$ cat src/rtl/pwm_multi.sv
// pwm_multi: multi-channel PWM generator with one shared period counter and
// CH duty comparators. Supports edge-aligned and center-aligned counting and
// per-channel output polarity. Configuration is double-buffered: a load
// request writes the staging set, and the staging set is copied to the active
// set only at a period boundary, or at any edge while the generator is
// disabled.
//
// Ports:
//   clk        system clock, rising edge
//   rst        asynchronous active-high reset
//   en         run enable; low holds cnt at 0 and drives outputs inactive
//   period     period value P (CW bits), sampled on load
//   duty       packed duties, channel i at [i*CW +: CW], sampled on load
//   center     0 = edge-aligned, 1 = center-aligned, sampled on load
//   pol        per-channel polarity (1 inverts), sampled on load
//   load       single-cycle request to stage the config inputs
//   pending    staged config is waiting for a boundary
//   upd_done   one-cycle pulse when staging is copied to active
//   cyc_start  one-cycle pulse on the first output cycle of each period
//   pwm_out    registered PWM outputs
module pwm_multi #(
  parameter int CH = 4,
  parameter int CW = 8
) (
  input  logic             clk,
  input  logic             rst,
  input  logic             en,
  input  logic [CW-1:0]    period,
  input  logic [CH*CW-1:0] duty,
  input  logic             center,
  input  logic [CH-1:0]    pol,
  input  logic             load,
  output logic             pending,
  output logic             upd_done,
  output logic             cyc_start,
  output logic [CH-1:0]    pwm_out
);

  localparam logic [CW-1:0] ONE = CW'(1);

  // Staging set (written by load)
  logic [CW-1:0]    stg_period;
  logic [CH*CW-1:0] stg_duty;
  logic             stg_center;
  logic [CH-1:0]    stg_pol;

  // Active set (drives counter and comparators)
  logic [CW-1:0]    act_period;
  logic [CH*CW-1:0] act_duty;
  logic             act_center;
  logic [CH-1:0]    act_pol;

  // Counter state; dir_down = 1 while counting down in center mode
  logic [CW-1:0]    cnt;
  logic             dir_down;

  logic [CW-1:0]    cnt_next;
  logic             dir_next;
  logic             boundary;
  logic             apply;
  logic [CH-1:0]    raw;

  // Counter sequencing and period-boundary detection
  always_comb begin
    cnt_next = cnt;
    dir_next = dir_down;
    boundary = 1'b0;
    if (!en) begin
      cnt_next = '0;
      dir_next = 1'b0;
    end else if (act_period == '0) begin
      // P=0: counter parked at 0, every cycle closes a period
      boundary = 1'b1;
      cnt_next = '0;
      dir_next = 1'b0;
    end else if (!act_center) begin
      if (cnt == act_period) begin
        boundary = 1'b1;
        cnt_next = '0;
        dir_next = 1'b0;
      end else begin
        cnt_next = cnt + ONE;
      end
    end else if (!dir_down) begin
      if (cnt == act_period) begin
        if (act_period == ONE) begin
          // P=1 center: sequence is just 0,1 with no down leg
          boundary = 1'b1;
          cnt_next = '0;
          dir_next = 1'b0;
        end else begin
          cnt_next = cnt - ONE;
          dir_next = 1'b1;
        end
      end else begin
        cnt_next = cnt + ONE;
      end
    end else begin
      if (cnt == ONE) begin
        boundary = 1'b1;
        cnt_next = '0;
        dir_next = 1'b0;
      end else begin
        cnt_next = cnt - ONE;
      end
    end
  end

  // Staging is promoted at a boundary, or at any edge while disabled
  assign apply = pending & (boundary | ~en);

  // Per-channel duty comparators on the current count
  always_comb begin
    raw = '0;
    for (int i = 0; i < CH; i++) begin
      raw[i] = (cnt < act_duty[i*CW +: CW]);
    end
  end

  // Counter and direction registers
  always_ff @(posedge clk or posedge rst) begin
    if (rst) begin
      cnt      <= '0;
      dir_down <= 1'b0;
    end else begin
      cnt      <= cnt_next;
      dir_down <= dir_next;
    end
  end

  // Staging registers and pending flag; a load overwrites staging even
  // while pending, so the latest request wins
  always_ff @(posedge clk or posedge rst) begin
    if (rst) begin
      stg_period <= '0;
      stg_duty   <= '0;
      stg_center <= 1'b0;
      stg_pol    <= '0;
      pending    <= 1'b0;
    end else begin
      if (load) begin
        stg_period <= period;
        stg_duty   <= duty;
        stg_center <= center;
        stg_pol    <= pol;
      end
      pending <= load | (pending & ~apply);
    end
  end

  // Active registers, updated only when staging is promoted
  always_ff @(posedge clk or posedge rst) begin
    if (rst) begin
      act_period <= '0;
      act_duty   <= '0;
      act_center <= 1'b0;
      act_pol    <= '0;
    end else if (apply) begin
      act_period <= stg_period;
      act_duty   <= stg_duty;
      act_center <= stg_center;
      act_pol    <= stg_pol;
    end
  end

  // Registered outputs, one cycle behind the count they are derived from
  always_ff @(posedge clk or posedge rst) begin
    if (rst) begin
      upd_done  <= 1'b0;
      cyc_start <= 1'b0;
      pwm_out   <= '0;
    end else begin
      upd_done  <= apply;
      cyc_start <= en & (cnt == '0);
      pwm_out   <= en ? (raw ^ act_pol) : act_pol;
    end
  end

endmodule

$ cat config.mk
export PLATFORM = sky130hd
export DESIGN_NAME = pwm_multi
export DESIGN_NICKNAME = d
export VERILOG_FILES = /design/src/rtl/pwm_multi.sv
export SDC_FILE = /design/constraint.sdc
export NUM_CORES = 1
export LEC_CHECK = 0
export CAP_MARGIN = 20
export CELL_PAD_IN_SITES_DETAIL_PLACEMENT = 1
export CELL_PAD_IN_SITES_GLOBAL_PLACEMENT = 1
export CORE_ASPECT_RATIO = 1.1
export CORE_MARGIN = 8
export CORE_UTILIZATION = 47
export CTS_CLUSTER_SIZE = 10
export DETAILED_ROUTE_END_ITERATION = 7
export GPL_TIMING_DRIVEN = 0
export MAX_ROUTING_LAYER = met4
export PLACE_DENSITY_LB_ADDON = 0.1
export SYNTH_ARGS = -nofsm -noshare
export SYNTH_HDL_FRONTEND = slang
export SYNTH_SLANG_ARGS = --single-unit
$ cat constraint.sdc
create_clock -name clk -period 4.44 [get_ports clk]
set_input_delay 0.888 -clock clk [delete_from_list [all_inputs] [get_ports clk]]
set_output_delay 0.888 -clock clk [all_outputs]
set_load 0.005 [all_outputs]
# Word level (Yosys, flattened, before mapping)
# Index checks and enable logic that the tools add are counted.
totals:
  input_bits: 49
  ff_bits: 106
op_classes:
  eq_ne: 4
  n_mux: 25
  reduce_logical: 2
  n_lt_le_gt_ge: 4
  add_sub_neg: 2
  bitwise: 8
op_table:
  columns: ["operator", "count"]
  rows:
  - ["$mux W8", 8]
  - ["$lt A8 B8 Y1", 4]
  - ["$eq A8 B1 Y1 const B", 2]
  - ["$logic_not A8 Y1", 2]
  - ["$mux W1", 16]
  - ["$add A8 B1 Y8 const B", 1]
  - ["$eq A8 B8 Y1", 1]
  - ["$sub A8 B1 Y8 const B", 1]
  - ["$mux W4", 1]
  - ["$ne A4 B1 Y1 const B", 1]
  - ["$xor A4 B4 Y4", 1]
  - ["$and A1 B1 Y1", 3]
  - ["$not A1 Y1", 2]
  - ["$or A1 B1 Y1", 2]

# Logic depth before layout (Yosys ltp)
# Gate-level depths: netlist of run 1.
depth:
  ltp_word: 12
  ltp_mapped: 9

# Worst setup path after synthesis of run 1
# Ideal clock, no wire load.
synth_path:
  path_kind: "input -> register"
  start: "input port en"
  end: "register act_center"
  setup_slack_ps: 2156
  setup_ps: 125
  t_arrival_ps: 2159
  cell_stages: 7
  cell_sequence: "a21bo_2 > o21bai_1 > a21oi_2 > nand2b_4 > buf_6 > buf_6 > mux2_4"
synth_via:
  elab_chain_len: 3
  word_cells_on_any_way: 4
  classes_between: "1 x mux; 3 x bitwise"
synth_lines:
  columns: ["item", "line_no", "rtl"]
  rows:
  - ["start, declared", "27", "input logic en,"]
  - ["$mux W1 or $not A1 Y1 (tied branches)", "68, 110", null]
  - ["$or A1 B1 Y1 *", "110", "assign apply = pending & (boundary | ~en);"]
  - ["$and A1 B1 Y1 *", "110", null]
  - ["end signal, assigned", "161", "act_center <= stg_center;"]
  - ["end, declared", "50", "logic act_center;"]
# Every way passes the cells marked *; elsewhere a longest branch is shown, timed or not.
# A chain may end at the register's enable or synchronous reset.

# Worst setup path after layout of run 1
layout_path:
  start: "input port en"
  end: "register act_duty[2]"
layout_via:
  elab_chain_len: 3
  word_cells_on_any_way: 4
  classes_between: "1 x mux; 3 x bitwise"
layout_lines:
  columns: ["item", "line_no", "rtl"]
  rows:
  - ["$mux W1 or $not A1 Y1 (tied branches)", "68, 110", null]
  - ["$or A1 B1 Y1 *", "110", null]
  - ["$and A1 B1 Y1 *", "110", null]
  - ["end signal, assigned", "160", "act_duty <= stg_duty;"]
  - ["end, declared", "49", "logic [CH*CW-1:0] act_duty;"]
# Marks and branches as above.

==> metrics.csv, run 1 <==
metric,value,unit
Layout area overhead,20.2,%
# rows,41,
Sw Share,29.0,%
Pwr Total,2.96,mW
RSZ-0062 raised after global routing,false,
total internal power,2.10,mW
routing usage on met1,20.5,%
met2 usage,27.9,%
final hold vios,0,
status,finished clean,
Layout fillers,1145,
"EDFF count, synth",0,
clock skew,6.58,ps
Synth Flop Type,dfrtp_1,
Setup Crit Path Kind,in2reg,
Final period util,65.7,%
I/O pin cnt,56,
setup TNS after final layout,0,ps
"top cells by count, synth","dfrtp_1, mux2_2, mux2_4",
chip width,118,um
CTS Hold Bufs,0,
Synth top area share,49.4,%
Finished Core Util,57.0,%
post_cts resized,0,
"Async S/R FF share, synth",100,%
combinational share of power,26.9,%
M3 GR Usage,2.78,%
Clock Sinks,106,
Critical Path Slowest Stage Cell,clkdlybuf4s50_1,
critical path startpoint category,input port,
Final Worst Setup Slack,1520,ps
number of H-tree levels,3,
Leakage,3.09,nW
PD cells,458,nW/um^2
DRT iter0 DRCs,130,
Max-Cap Viols,0,
Wirelength per Cell,18.5,um
Hold/Removal Path Class,reg2reg,
crit end category,flip-flop,
Synth area leaders,"dfrtp_1, mux2_4, mux2_2, ha_1, inv_1",
Clock Path Buffers,2,
Syn Std Cell Area,5370,um^2
Num CTS Buffers,9,
Clk pwr share,29.5,%
Slew Limit Fails,0,
Die Span Y,128,um
GRT busiest layer,met2,
Final Routed Wirelength,11.7,mm
Reg power frac,43.5,%
Slew HR,51.3,%
first drt pass iteration count,4,
core footprint,11300,um^2
most frequent CP cell,buf_6,
Place WS,1120,ps
DP Cell Count,616,
Post-Layout Cell Count,631,
synthesized instance count,411,
arrival time worst endpoint,3150,ps
CTS Root Cell,clkbuf_16,
Skew-Pair Late Insertion Delay,350,ps
HPWL after detailed placement,8.33,mm
Syn Area/Cell,13.1,um^2
leading area contributor after synthesis,dfrtp_1,
CTS tree,yes,
total grt overflow,0,
CP Cell Sequence,"clkdlybuf4s50_1, a21bo_2, o21bai_1, a21oi_2, nand2b_4, buf_6, buf_6, mux2_4",
DR DRC count,0,
Nets,558,
first-pass GRT wire length,19.7,mm
count of final setup violators,0,
vias in the first global route,3782,
worst vdd ir,0.000201,V
"Distinct cells, synth",50,
Routed Antenna Nets,0,
P_sw,859,uW
"FF+latch count, synth",106,
share of layout cells above drive strength 1,25.8,%
gpl congestion,0.765,
Ant. Diodes,0,
"Seq/Total Area, Yosys",49.4,%
PortBufs,54,
pin count of the biggest net entering global routing,57,
Vias,3369,
Initial Util,47.4,%
setup bufs post-CTS,0,
Yosys Warn Count,0,
Worst Path Required,4670,ps
fin crit period,2920,ps
Tightest Pin Transition,731,ps
most numerous cell in the Yosys netlist,dfrtp_1,
gr usage total,17.1,%
clk slew on worst S/H paths,70,ps
fmax,343,MHz
CP max stage delay,700,ps
worst-path fanout max,10,
vias per cell,5.34,
antenna violations before repair,0,
die area,15100,um^2
syn nets,492,
## state kept, by name, summed over array words and instances, names as in the netlist
signal and flops:
act_duty 32, stg_duty 32, act_period 8, cnt 8
stg_period 8, act_pol 4, pwm_out 4, stg_pol 4
act_center 1, cyc_start 1, dir_down 1, pending 1
stg_center 1, upd_done 1
## area by class of cell
| cell class | instances | area, um^2 | share of cell area (%) |
|---|---|---|---|
| multi-input combinational | 255 | 2470 | 38.2 |
| buffer | 18 | 131 | 2.03 |
| clock inverter | 4 | 73.8 | 1.14 |
| timing repair buffer | 55 | 568 | 8.80 |
| tap | 150 | 188 | 2.91 |
| sequential | 106 | 2650 | 41.1 |
| clock buffer | 11 | 253 | 3.91 |
| inverter | 32 | 123 | 1.90 |
## cell usage in the layout, fill, tap and decap left out, types with 10 or more instances in the layout
cell type          n
a21oi_1           11
inv_1             30
ha_1              32
nand3_1           11
clkdlybuf4s50_1   54
mux2_2            45
dfrtp_1          106
xnor2_1           10
mux2_4            39
## stage by stage
stage / hold WS, ps / cell area [um^2]
after floorplan: 447 / 5370
after global placement: 463 / 6100
after detailed placement: 471 / 6130
after CTS: 485 / 6460
after global routing: 507 / 6460
final: 482 / 6460
## metal layers
layer | routed length, um | share of wire [%]
met5 | 0 | 0
met4 | 342 | 2.9
met3 | 271 | 2.3
met2 | 5740 | 49
met1 | 5330 | 46
## cells by family after synthesis
kind of cell | count (synthesis) | share of synthesized area, %
mux | 90 | 21.6
flops | 106 | 49.4
fa+ha+maj | 32 | 7.45
simple gates | 60 | 6.94
buf+inv | 50 | 4.68
xor+xnor | 14 | 2.56
compound gates | 59 | 7.43
## path summary, 6_finish.rpt
path                                        start                       end  slack [ps]  depth (start not counted)
setup / recovery                               en   act_duty[2]$_DFFE_PP0P_        1520                          8
hold / removal             act_pol[1]$_DFFE_PP0P_      pwm_out[1]$_DFF_PP0_         480                          1
setup reg to reg                 cnt[1]$_DFF_PP0_   act_duty[2]$_DFFE_PP0P_        2000                          9
hold reg to reg            act_pol[1]$_DFFE_PP0P_      pwm_out[1]$_DFF_PP0_         480                          1
max in group asynchronous                     rst          cnt[1]$_DFF_PP0_        2730                          3
min in group asynchronous                     rst  act_duty[20]$_DFFE_PP0P_        1000                          2
## critical path: cells and delay by family
family / cells / cell delay [ps]
AO/OA/AOI/OAI: 3 / 700
buffers and inverters: 3 / 1060
multiplexers: 1 / 320
AND/OR/NAND/NOR: 1 / 170
## power by group through the flow
stage / Clock, mW / Sequential, mW / Combinational (mW)
floorplan: 0 / 1.25 / 0.591
global placement: 0 / 1.30 / 0.758
detailed placement: 0 / 1.31 / 0.797
CTS: 0.891 / 1.29 / 0.810
global route: 0.926 / 1.31 / 0.895
finish: 0.874 / 1.29 / 0.797
Note: power is estimated with default switching activity, not from simulation.
==> inputs of run 2 (changes only) <==
--- a/config.mk
+++ b/config.mk
@@ -10,7 +10,7 @@
 export CELL_PAD_IN_SITES_GLOBAL_PLACEMENT = 1
 export CORE_ASPECT_RATIO = 1.1
 export CORE_MARGIN = 8
-export CORE_UTILIZATION = 47
+export CORE_UTILIZATION = 42
 export CTS_CLUSTER_SIZE = 10
 export DETAILED_ROUTE_END_ITERATION = 7
 export GPL_TIMING_DRIVEN = 0
==> constraint.sdc (replaced) <==
create_clock -name clk -period 2.4 [get_ports clk]
set_input_delay 0.48 -clock clk [delete_from_list [all_inputs] [get_ports clk]]
set_output_delay 0.48 -clock clk [all_outputs]
set_load 0.005 [all_outputs]
==> metrics.csv, run 2 (synthesized netlist as in run 1, its figures left out) <==
metric,value,unit,change
status,finished clean,,
family with the most delay on the worst path,simple AND/OR/NAND/NOR gates,,
Slew HR,45.1,%,-6.1 points
Layout fillers,1324,,+16%
I/O pin cnt,56,,unchanged
Layout area overhead,22.4,%,
number of H-tree levels,3,,unchanged
"most common cell after layout, fill and taps aside",dfrtp_1,,
most frequent cells in the layout,"dfrtp_1, clkdlybuf4s50_1, mux2_2, mux2_4, ha_1",,
die area,16700,um^2,+10%
first-pass GRT wire length,19.9,mm,+1.1%
Leakage,3.13,nW,+1.2%
Routed Antenna Nets,0,,unchanged
CTS tree,yes,,
WP buf/inv,3,,unchanged
Worst Path Required,2650,ps,-2020 ps
FF+latch area,2660,um^2,+0.28%
Nets,568,,+1.8%
HPWL after detailed placement,8.59,mm,+3.2%
Critical Path Slowest Stage Cell,dfrtp_2,,
vias per cell,5.22,,-2.3%
share of layout cells above drive strength 1,28.9,%,+3.1 points
Max-Cap Viols,0,,unchanged
Final Routed Wirelength,12.0,mm,+2.9%
CP Cell Sequence,"buf_4, nor2_2, nand4_1, o21bai_1, a21oi_2, nand2b_4, buf_6, buf_6, mux2_4",,
PD cells,830,nW/um^2,+81%
most frequent CP cell,buf_6,,
final hold vios,0,,unchanged
Pwr Total,5.46,mW,+84%
# rows,43,,+4.9%
Tightest Pin Transition,823,ps,+92.1 ps
Skew-Pair Late Insertion Delay,360,ps,about the same
first drt pass iteration count,4,,unchanged
critical path startpoint category,flip-flop,,
Setup Crit Path Kind,reg2reg,,
fmax,438,MHz,
Initial Util,42.9,%,-4.5 points
chip width,124,um,+5.0%
worst-path fanout max,10,,unchanged
core footprint,12500,um^2,+11%
Min Hold Slack,472,ps,-10.3 ps
CP max stage delay,480,ps,-220 ps
Die Span Y,135,um,+5.1%
PortBufs,54,,unchanged
Clock Path Buffers,2,,unchanged
top flop regs,"act_duty (32), stg_duty (32)",,
crit end category,flip-flop,,
Vias,3386,,+0.50%
DR DRC count,0,,unchanged
Slew Limit Fails,0,,unchanged
CTS Root Cell,clkbuf_16,,
count of final setup violators,0,,unchanged
Worst R2R Setup Slack,120,ps,-1880 ps
fin crit period,2280,ps,
clk slew on worst S/H paths,70,ps,about the same
RSZ-0062 raised after global routing,false,,
Ant. Diodes,0,,unchanged
antenna violations before repair,0,,unchanged
Hold/Removal Path Class,reg2reg,,
Clock Sinks,106,,unchanged
clock skew,6.04,ps,-0.536 ps
total grt overflow,0,,unchanged
vias in the first global route,3770,,-0.32%
worst vdd ir,0.000433,V,+120%
Final period util,95.2,%,
CTS Hold Bufs,0,,unchanged
gr usage total,16.2,%,-0.86 points
Num CTS Buffers,9,,unchanged
arrival time worst endpoint,2530,ps,-620 ps
Wirelength per Cell,18.5,um,about the same
pin count of the biggest net entering global routing,34,,-40%
DRT iter0 DRCs,144,,+11%
area of the multi-input gates,2470,um^2,+0.10%
gpl congestion,0.746,,-2.4%
run 2: area by class of cell:
class / count / share of cell area (%)
buffer: 18 / 2.00
clock buffer: 10 / 3.63
clock inverter: 6 / 1.12
tap: 157 / 2.99
sequential: 106 / 40.4
timing repair buffer: 65 / 10.3
inverter: 32 / 1.88
multi-input combinational: 255 / 37.6
run 2: stage by stage:
stage	utilization (%)	worst slack [ps]	area, um^2	TNS [ps]	std cells
floorplan	-	390	5380	0	411
global placement	48.8	-529	6110	-68590	622
detailed placement	49.3	-541	6180	-22980	625
CTS	51.8	22.7	6500	0	641
global route	52.5	13.3	6580	0	649
finish	52.5	116	6580	0	649
run 2: final timing paths:
| kind | start | endpoint | cells after the start |
|---|---|---|---|
| worst max-delay path | cnt[2]$_DFF_PP0_ | act_duty[0]$_DFFE_PP0P_ | 9 |
| worst min-delay path | act_pol[1]$_DFFE_PP0P_ | pwm_out[1]$_DFF_PP0_ | 1 |
| worst max register to register | cnt[2]$_DFF_PP0_ | act_duty[0]$_DFFE_PP0P_ | 9 |
| worst min register to register | act_pol[1]$_DFFE_PP0P_ | pwm_out[1]$_DFF_PP0_ | 1 |
| max in group asynchronous | rst | cnt[2]$_DFF_PP0_ | 4 |
| min in group asynchronous | rst | stg_duty[17]$_DFFE_PP0P_ | 2 |
run 2: what timing repair did:
action / in CTS / in global routing
resized for setup: 4 / 4
pin swaps: 0 / 1
gates cloned: 0 / 0
setup endpoints to repair: 39 / 39
setup buffers: 0 / 8
run 2: power breakdown:
part | internal, mW | leakage, nW | switching [mW]
Combinational | 0.855 | 1.73 | 0.686
Clock | 0.851 | 0.147 | 0.707
Sequential | 2.10 | 1.25 | 0.256
run 2: per-layer routing:
metal	routed length, um	GRT usage [%]	vias to the layer above
li1	-	-	1601
met1	5630	20.2	1704
met2	5760	24.9	60
met3	309	3.05	21
met4	330	7.97	0
met5	0	-	-
==> inputs of run 3 (changes only) <==
--- a/config.mk
+++ b/config.mk
@@ -10,7 +10,8 @@
 export CELL_PAD_IN_SITES_GLOBAL_PLACEMENT = 1
 export CORE_ASPECT_RATIO = 1.1
 export CORE_MARGIN = 8
-export CORE_UTILIZATION = 42
+export CORE_UTILIZATION = 44
+export CTS_BUF_LIST = sky130_fd_sc_hd__clkbuf_8
 export CTS_CLUSTER_SIZE = 10
 export DETAILED_ROUTE_END_ITERATION = 7
 export GPL_TIMING_DRIVEN = 0
==> metrics.csv, run 3 (synthesized netlist as in run 1, its figures left out) <==
metric,value,unit,change
antenna violations before repair,0,,unchanged
gr usage total,16.9,%,+0.69 points
number of H-tree levels,3,,unchanged
crit end category,flip-flop,,
max layer used,met4,,
Critical Path Slowest Stage Cell,dfrtp_2,,
HPWL after detailed placement,8.93,mm,+3.9%
core footprint,12000,um^2,-4.4%
Die Span Y,132,um,-2.0%
fmax,442,MHz,+0.85%
DR DRC count,0,,unchanged
Met2 Wirelength,6.16,mm,+7.0%
Nets,565,,-0.53%
Final period util,94.4,%,-0.80 points
total grt overflow,0,,unchanged
arrival time worst endpoint,2550,ps,+20 ps
Final Routed Wirelength,12.2,mm,+1.4%
first-pass GRT wire length,20.5,mm,+3.2%
Initial Util,44.9,%,+2.0 points
clk slew on worst S/H paths,100,ps,+30 ps
Slew Limit Fails,0,,unchanged
worst-path fanout max,10,,unchanged
I/O pin cnt,56,,unchanged
first drt pass iteration count,4,,unchanged
"most common cell after layout, fill and taps aside",dfrtp_1,,
CTS Hold Bufs,0,,unchanged
Clock Path Buffers,2,,unchanged
chip width,121,um,-2.0%
Tightest Pin Transition,780,ps,-43.0 ps
worst hold stages,1,,unchanged
PD cells,806,nW/um^2,-2.9%
Ant. Diodes,0,,unchanged
Vias,3397,,+0.32%
clock skew,9.76,ps,+3.72 ps
most frequent CP cell,buf_6,,
CP Launch Point,cnt[3]$_DFF_PP0_,,
fin crit period,2260,ps,-19.2 ps
Layout fillers,1237,,-6.6%
Slew HR,48.0,%,+2.9 points
Num CTS Buffers,9,,unchanged
Setup Crit Path Kind,reg2reg,,
Hold/Removal Path Class,reg2reg,,
most frequent cells in the layout,"dfrtp_1, clkdlybuf4s50_1, mux2_2, mux2_4, ha_1",,
worst vdd ir,0.000426,V,-1.7%
Layout area overhead,20.8,%,
# rows,42,,-2.3%
Routed Antenna Nets,0,,unchanged
PortBufs,54,,unchanged
CP max stage delay,510,ps,+30 ps
Clock Sinks,106,,unchanged
Worst Path Required,2680,ps,+30 ps
Min Hold Slack,487,ps,+15.2 ps
critical path startpoint category,flip-flop,,
CP Cell Sequence,"buf_4, xnor2_2, nand4_4, nor2_8, a21oi_2, nand2b_4, buf_6, buf_6, mux2_4",,
worst r2r src,cnt[3]$_DFF_PP0_,,
RSZ-0062 raised after global routing,false,,
Max-Cap Viols,0,,unchanged
count of final setup violators,0,,unchanged
HP Start,act_pol[1]$_DFFE_PP0P_,,
Leakage,3.09,nW,-1.0%
CTS tree,yes,,
pin count of the biggest net entering global routing,31,,-8.8%
WL met3,348,um,+13%
gpl congestion,0.805,,+7.8%
R2R depth,9,,unchanged
top flop regs,"act_duty (32), stg_duty (32)",,
CTS Root Cell,clkbuf_8,,
Met1 Wirelength,5.49,mm,-2.5%
DRT iter0 DRCs,108,,-25%
share of layout cells above drive strength 1,28.6,%,-0.23 points
Skew-Pair Late Insertion Delay,390,ps,+30 ps
die area,16000,um^2,-4.0%
Pwr Total,5.23,mW,-4.2%
final hold vios,0,,unchanged
status,finished clean,,
vias per cell,5.28,,+1.3%
Wirelength per Cell,19.0,um,+2.4%
vias in the first global route,3957,,+5.0%
-- run 3: cell count changes in the layout (fill, tap and decap cells not counted), moves of 2 or more --
cell	change
buf_4	-2
clkbuf_16	-9
clkbuf_8	+12
clkinvlp_4	-2
nor2_2	-2
nor2_4	+2
-- run 3: final timing paths --
path | endpoint | slack [ps]
min in group asynchronous | stg_duty[14]$_DFFE_PP0P_ | 500
worst max register to register | act_pol[0]$_DFFE_PP0P_ | 140
worst min register to register | pwm_out[1]$_DFF_PP0_ | 490
worst max-delay path | act_pol[0]$_DFFE_PP0P_ | 140
worst min-delay path | pwm_out[1]$_DFF_PP0_ | 490
max in group asynchronous | cnt[6]$_DFF_PP0_ | 1120
-- run 3: timing repair --
action	in CTS	in global routing
buffers inserted	0	5
pin swaps	0	2
gates resized for setup	5	6
endpoints found under the setup margin	39	39
-- run 3: routing by layer --
layer,track usage [%],vias up
li1,-,1587
met1,19.9,1741
met2,28.0,51
met3,4.20,18
met4,4.87,0
met5,-,-
-- run 3: stage by stage --
| step | setup slack [ps] | util (%) | TNS (ps) | cell area [um^2] | instances |
|---|---|---|---|---|---|
| 2_1_floorplan | 390 | - | 0 | 5380 | 411 |
| 3_3_place_gp | -526 | 51.0 | -64260 | 6110 | 619 |
| 3_5_place_dp | -556 | 51.6 | -23960 | 6180 | 622 |
| 4_1_cts | 3.21 | 53.7 | 0 | 6430 | 638 |
| 5_1_grt | 15.4 | 54.2 | 0 | 6490 | 643 |
| 6_report | 135 | 54.2 | 0 | 6490 | 643 |
-- run 3: worst max-delay path, delay by kind of cell (launching register included) --
family / cells / cell delay (ps)
buffers and inverters: 3 / 580
DFF: 1 / 510
muxes: 1 / 320
xor gates and xnor gates: 1 / 160
AOI/OAI and AO/OA: 1 / 210
and+or+nand+nor: 3 / 350
-- run 3: layout make-up --
cell class / instances / area, um^2 / area share (%)
timing repair buffer: 62 / 644 / 9.93
tap: 154 / 193 / 2.97
sequential: 106 / 2660 / 41.0
multi-input combinational: 255 / 2490 / 38.4
clock inverter: 3 / 68.8 / 1.06
buffer: 18 / 131 / 2.02
clock buffer: 13 / 179 / 2.76
inverter: 32 / 124 / 1.91
-- run 3: power breakdown --
group,switching [mW],total (mW),internal (mW)
combinational,0.674,1.52,0.844
sequential,0.281,2.38,2.10
clock,0.627,1.33,0.704
total,1.58,5.23,3.65
